[src/rtl/irq_timer_ctrl.sv]
// Multi-source interrupt controller: NCNT periodic down-counter channels plus NEXT
// edge-triggered external lines, fixed priority, request/take/return handshake to fetch.
module irq_timer_ctrl #(
  parameter int unsigned NCNT = 4,
  parameter int unsigned NEXT = 2,
  parameter int unsigned CNTW = 16,
  parameter int unsigned IDW  = 3
) (
  input  logic                 clk,
  input  logic                 reset,
  input  logic                 stall,
  input  logic                 cnt_int_we,
  input  logic                 cnt_int_sel,
  input  logic                 cnt_int_disable,
  input  logic [IDW-1:0]       cnt_ch,
  input  logic [CNTW-1:0]      cnt_period,
  input  logic [NEXT-1:0]      ext_irq,
  input  logic                 int_en,
  input  logic                 int_taken,
  input  logic                 rti,
  output logic                 irq,
  output logic [IDW-1:0]       irq_id,
  output logic                 in_service,
  output logic [NCNT+NEXT-1:0] pending
);

  localparam int unsigned NSRC = NCNT + NEXT;

  typedef enum logic [1:0] {StIdle, StReq, StService} state_e;

  state_e          state_q, state_d;
  logic [IDW-1:0]  id_q, id_d, top_id;
  logic [CNTW-1:0] period_q [NCNT];
  logic [CNTW-1:0] period_d [NCNT];
  logic [CNTW-1:0] count_q  [NCNT];
  logic [CNTW-1:0] count_d  [NCNT];
  logic [NCNT-1:0] en_q, en_d;
  logic [NSRC-1:0] pend_q, pend_d, set_v, dis_v;
  logic [NEXT-1:0] ext_q;
  logic            prime_q;
  logic            cfg_ok, take_clr, id_keep;

  assign cfg_ok = cnt_int_we & ~stall & ({1'b0, cnt_ch} < (IDW + 1)'(NCNT));

  always_comb begin
    set_v = '0;
    dis_v = '0;
    for (int i = 0; i < int'(NCNT); i++) begin
      period_d[i] = period_q[i];
      count_d[i]  = count_q[i];
      en_d[i]     = en_q[i];
      if (en_q[i]) begin
        if (count_q[i] > CNTW'(1)) begin
          count_d[i] = count_q[i] - CNTW'(1);
        end else if (count_q[i] == CNTW'(1)) begin
          count_d[i] = period_q[i];
          set_v[i]   = 1'b1;
        end
      end
      if (cfg_ok && cnt_ch == IDW'(i)) begin
        if (cnt_int_disable) begin
          en_d[i]  = 1'b0;
          dis_v[i] = 1'b1;
        end else if (cnt_int_sel) begin
          period_d[i] = cnt_period;
          count_d[i]  = cnt_period;
          en_d[i]     = |cnt_period;
        end
      end
    end
    // The first sample after reset only primes the edge history, so a line
    // held high through reset does not fire.
    set_v[NSRC-1:NCNT] = prime_q ? (ext_irq & ~ext_q) : '0;
  end

  always_comb begin
    top_id = '0;
    for (int i = int'(NSRC) - 1; i >= 0; i--) begin
      if (pend_q[i]) top_id = IDW'(i);
    end
  end

  // Whether the latched source will still be pending after this edge.
  assign id_keep = (pend_q[id_q] | set_v[id_q]) & ~dis_v[id_q];

  always_comb begin
    state_d  = state_q;
    id_d     = id_q;
    take_clr = 1'b0;
    unique case (state_q)
      StIdle: begin
        if (int_en && |pend_q) begin
          state_d = StReq;
          id_d    = top_id;
        end
      end
      StReq: begin
        if (int_taken && !stall) begin
          take_clr = 1'b1;
          state_d  = StService;
        end else if (!int_en || !id_keep) begin
          state_d = StIdle;
        end
      end
      StService: begin
        if (rti && !stall) state_d = StIdle;
      end
      default: state_d = StIdle;
    endcase
  end

  // Priority per bit: disable > new event > take-clear.
  always_comb begin
    for (int i = 0; i < int'(NSRC); i++) begin
      pend_d[i] = pend_q[i];
      if (take_clr && id_q == IDW'(i)) pend_d[i] = 1'b0;
      if (set_v[i]) pend_d[i] = 1'b1;
      if (dis_v[i]) pend_d[i] = 1'b0;
    end
  end

  always_ff @(posedge clk or negedge reset) begin
    if (!reset) begin
      state_q <= StIdle;
      id_q    <= '0;
      en_q    <= '0;
      pend_q  <= '0;
      ext_q   <= '0;
      prime_q <= 1'b0;
      for (int i = 0; i < int'(NCNT); i++) begin
        period_q[i] <= '0;
        count_q[i]  <= '0;
      end
    end else begin
      state_q <= state_d;
      id_q    <= id_d;
      en_q    <= en_d;
      pend_q  <= pend_d;
      ext_q   <= ext_irq;
      prime_q <= 1'b1;
      for (int i = 0; i < int'(NCNT); i++) begin
        period_q[i] <= period_d[i];
        count_q[i]  <= count_d[i];
      end
    end
  end

  assign irq        = (state_q == StReq);
  assign in_service = (state_q == StService);
  assign irq_id     = id_q;
  assign pending    = pend_q;

endmodule

[config.mk]
export PLATFORM = sky130hd
export DESIGN_NAME = irq_timer_ctrl
export DESIGN_NICKNAME = d
export VERILOG_FILES = /design/src/rtl/irq_timer_ctrl.sv
export SDC_FILE = /design/constraint.sdc
export NUM_CORES = 1
export LEC_CHECK = 0
export ABC_AREA = 1
export CORE_MARGIN = 1
export CORE_UTILIZATION = 30
export CTS_BUF_LIST = sky130_fd_sc_hd__clkbuf_16
export CTS_CLUSTER_DIAMETER = 30
export DETAILED_ROUTE_END_ITERATION = 8
export PLACE_DENSITY_LB_ADDON = 0.15
export SLEW_MARGIN = 5
export SYNTH_ARGS = -nofsm -noshare
export SYNTH_HDL_FRONTEND = slang
export SYNTH_SLANG_ARGS = --single-unit
export TNS_END_PERCENT = 30
[constraint.sdc]
create_clock -name clk -period 2.5 [get_ports clk]
set_clock_uncertainty 0.15 [all_clocks]
set_input_delay 0.75 -clock clk [delete_from_list [all_inputs] [get_ports clk]]
set_output_delay 0.75 -clock clk [all_outputs]
set_load 0.01 [all_outputs]
==> metrics <==
Final Hold Violating Endpoints=0; total power density per cell area=just over 900 nW/um2; most instantiated library cell after synthesis=nand2_1; outcome=finished, final reports clean; register area share after synthesis=0.412; cell taking the most area after synthesis=dfrtp_1; total number of nets in the final design=roughly 1400; final standard cell count with taps included and fillers excluded=1732; cell area after placement=10100 um2; Die W=174 um; post-route cell area=~11000 um2; total setup violations reported at the end of the flow=0; count of pins on the block boundary=41; Setup Buffers After CTS=0; DRC violation total after the first TritonRoute iteration=around 450; VDD IR-drop max=roughly 0.46 mV; data required time of the critical path=roughly 1.6 ns; proportion of layout cells with a drive suffix above 1=0.116; Combinational Power Share=0.374; dpl hpwl=between 15 and 20 mm; Sw Pwr=~3.9 mW; cell types occupying the most area after synthesis=dfrtp_1 41%, nand2_1 17%, inv_1 6.2%, o21ai_0 6.0%, nor2_1 4.3%; Chip Height=roughly 170 um; clock slew seen by the registers of the worst setup and hold paths=0.06 ns; Num Clock Sinks=146; type of the setup path with the least slack=reg2out; endpoint type of the worst setup path=primary output; Post-synth EDFFs=0; top flip-flop cell by instance count after synthesis=dfrtp_1; Post-route DRC=0; number of nets produced by synthesis=around 1300; global-route wire length before repair=~44 mm; largest net degree at the start of global routing=54; number of instances resized during post-cts repair=0; total grt overflow=0; gr usage total=0.188; post-synthesis instance area=8860 um2; initial standard-cell utilization of the core=0.307; CTS root buf=clkbuf_16; routed via count=8139; worst-skew pair later-pin latency=0.42 ns; per-cell routed wire length=about 16 um; Critical Path Fanout Max=3; sequential power share=0.376; top post-synthesis cells by count=391 x nand2_1, 146 x dfrtp_1, 146 x inv_1, 107 x o21ai_0, 101 x nor2_1; total design power=9.88 mW; upper clock frequency limit=415 MHz; number of vias per cell=4.70; relative contribution of the clock network to total power=0.250; fin util=0.369; post-cts hold buffer count=0; # rows=62; 1st-pass router iterations=5; Die Area=30200 um2; Worst Path Arrival=1.51 ns; share of the clock period used by the worst path=0.964; clock buffer count from CTS=17; global placer's final weighted congestion=0.856; clock tree from TritonCTS=yes; normalized max-slew margin=0.602; Sw Share=0.398; number of pins with negative max-slew slack in the final report=0; count of distinct cell types in the synthesized netlist=between 40 and 50; Tightest Hold Check Type=in2async; number of antenna violations at the first check in global routing=0; unrepaired setup endpoints after global routing=yes; number of warning messages in the yosys log=0; Worst setup SP type=flip-flop; Leakage Power=5.26 nW; area grow syn2layout=20.3%; max_cap viols=0; final antenna-violating net count=0; Core Region=between 20000 and 30000 um2; number of buffers added on ports=40; maximum clock path buffer count=2; # placed instances=~1700; flip-flop and latch count after synthesis=between 100 and 150; number of inserted diodes=0; cells after synthesis=1243; share of flip-flops with an asynchronous set or reset after synthesis=1.00; Avg Inst Size Synth=roughly 7.1 um2; proportion of netlist area held by the largest area contributor=0.412; Worst-Margin Slew=0.597 ns; htree depth=4; internal power summed over all cells=5.95 mW; Final Critical Period=2.41 ns; final WL=27.3 mm; number of global-route vias before repair=between 8000 and 9000
[cell type report]
cell class                 instances  area [um2]
multi-input combinational        908        4400
inverter                         156         586
tap                              384         480
fill                            3093       18200
clock inverter                    13         123
clock buffer                      17         425
timing repair buffer             108         990
sequential                       146        3650
[layout by cell type, fill, tap and decap left out, types with 6 or more instances in the layout]
cell,n
nor3_1,13
inv_1,147
dfrtp_1,146
nor2_4,12
nand4_1,12
nand2_2,9
nand3_1,73
xor2_1,22
nor2_2,15
clkdlybuf4s50_1,38
buf_12,6
a21oi_1,43
o22ai_1,7
o21ai_0,107
o211ai_1,13
inv_2,9
o21ai_1,34
buf_4,62
nand2_1,391
ha_1,8
clkbuf_16,17
nor2_1,100
[through the flow]
stage | hold WS, ns | worst slack (ns) | setup TNS (ns)
CTS | 0.185 | 0.00596 | 0
finish | 0.171 | 0.0897 | 0
global route | 0.203 | -0.00411 | -0.00411
detailed placement | 0.308 | -0.373 | -27.09
floorplan | 0.287 | 0.509 | 0
global placement | 0.308 | -0.368 | -25.03
[metal layers]
layer  track usage  share of wire  vias to the layer above
li1              -              -                     4183
met1         0.262           0.50                     3833
met2         0.311           0.47                      109
met3        0.0281          0.025                       14
met4        0.0344         0.0072                        0
met5             0              0                        -
[power by group through the flow]
stage,logic [mW],registers (mW),clock network (mW)
final,3.70,3.71,2.47
after global routing,4.26,3.82,2.60
after CTS,3.72,3.71,2.52
after detailed placement,3.70,3.73,0
after global placement,3.67,3.75,0
after floorplan,2.69,3.59,0
[final timing paths]
check	start	to	slack [ns]	depth (start not counted)
max	state_q[0]	in_service	0.09	2
min	reset	count_q[63]	0.17	1
max reg2reg	count_q[32]	count_q[42]	0.31	11
min reg2reg	period_q[43]	period_q[43]	0.32	2
max in group asynchronous	reset	period_q[51]	1.41	2
min in group clk	period_q[43]	period_q[43]	0.32	2
[state kept, by name, indices dropped and copies added (netlist names)]
signal	flops
pending	6
period_q	64
state_q	2
irq_id	3
prime_q	1
ext_q	2
count_q	64
en_q	4
[critical path: stages (launching register included)]
cell,delay (ns)
dfrtp_1,0.39
nor2_1,0.15
clkdlybuf4s50_1,0.56
[logic make-up (layout without fill, tap and decap cells)]
logic type	after synthesis	count (layout)	share of synthesized area
AO/OA/AOI/OAI	229	229	0.143
XOR/XNOR	26	26	0.0257
adder cells (fa/ha/maj)	8	8	0.0113
buffers and inverters	189	294	0.0908
flip-flops	146	146	0.412
other	1	1	0.000423
AND/OR/NAND/NOR	644	644	0.316
(Power assumes the default switching activity.)
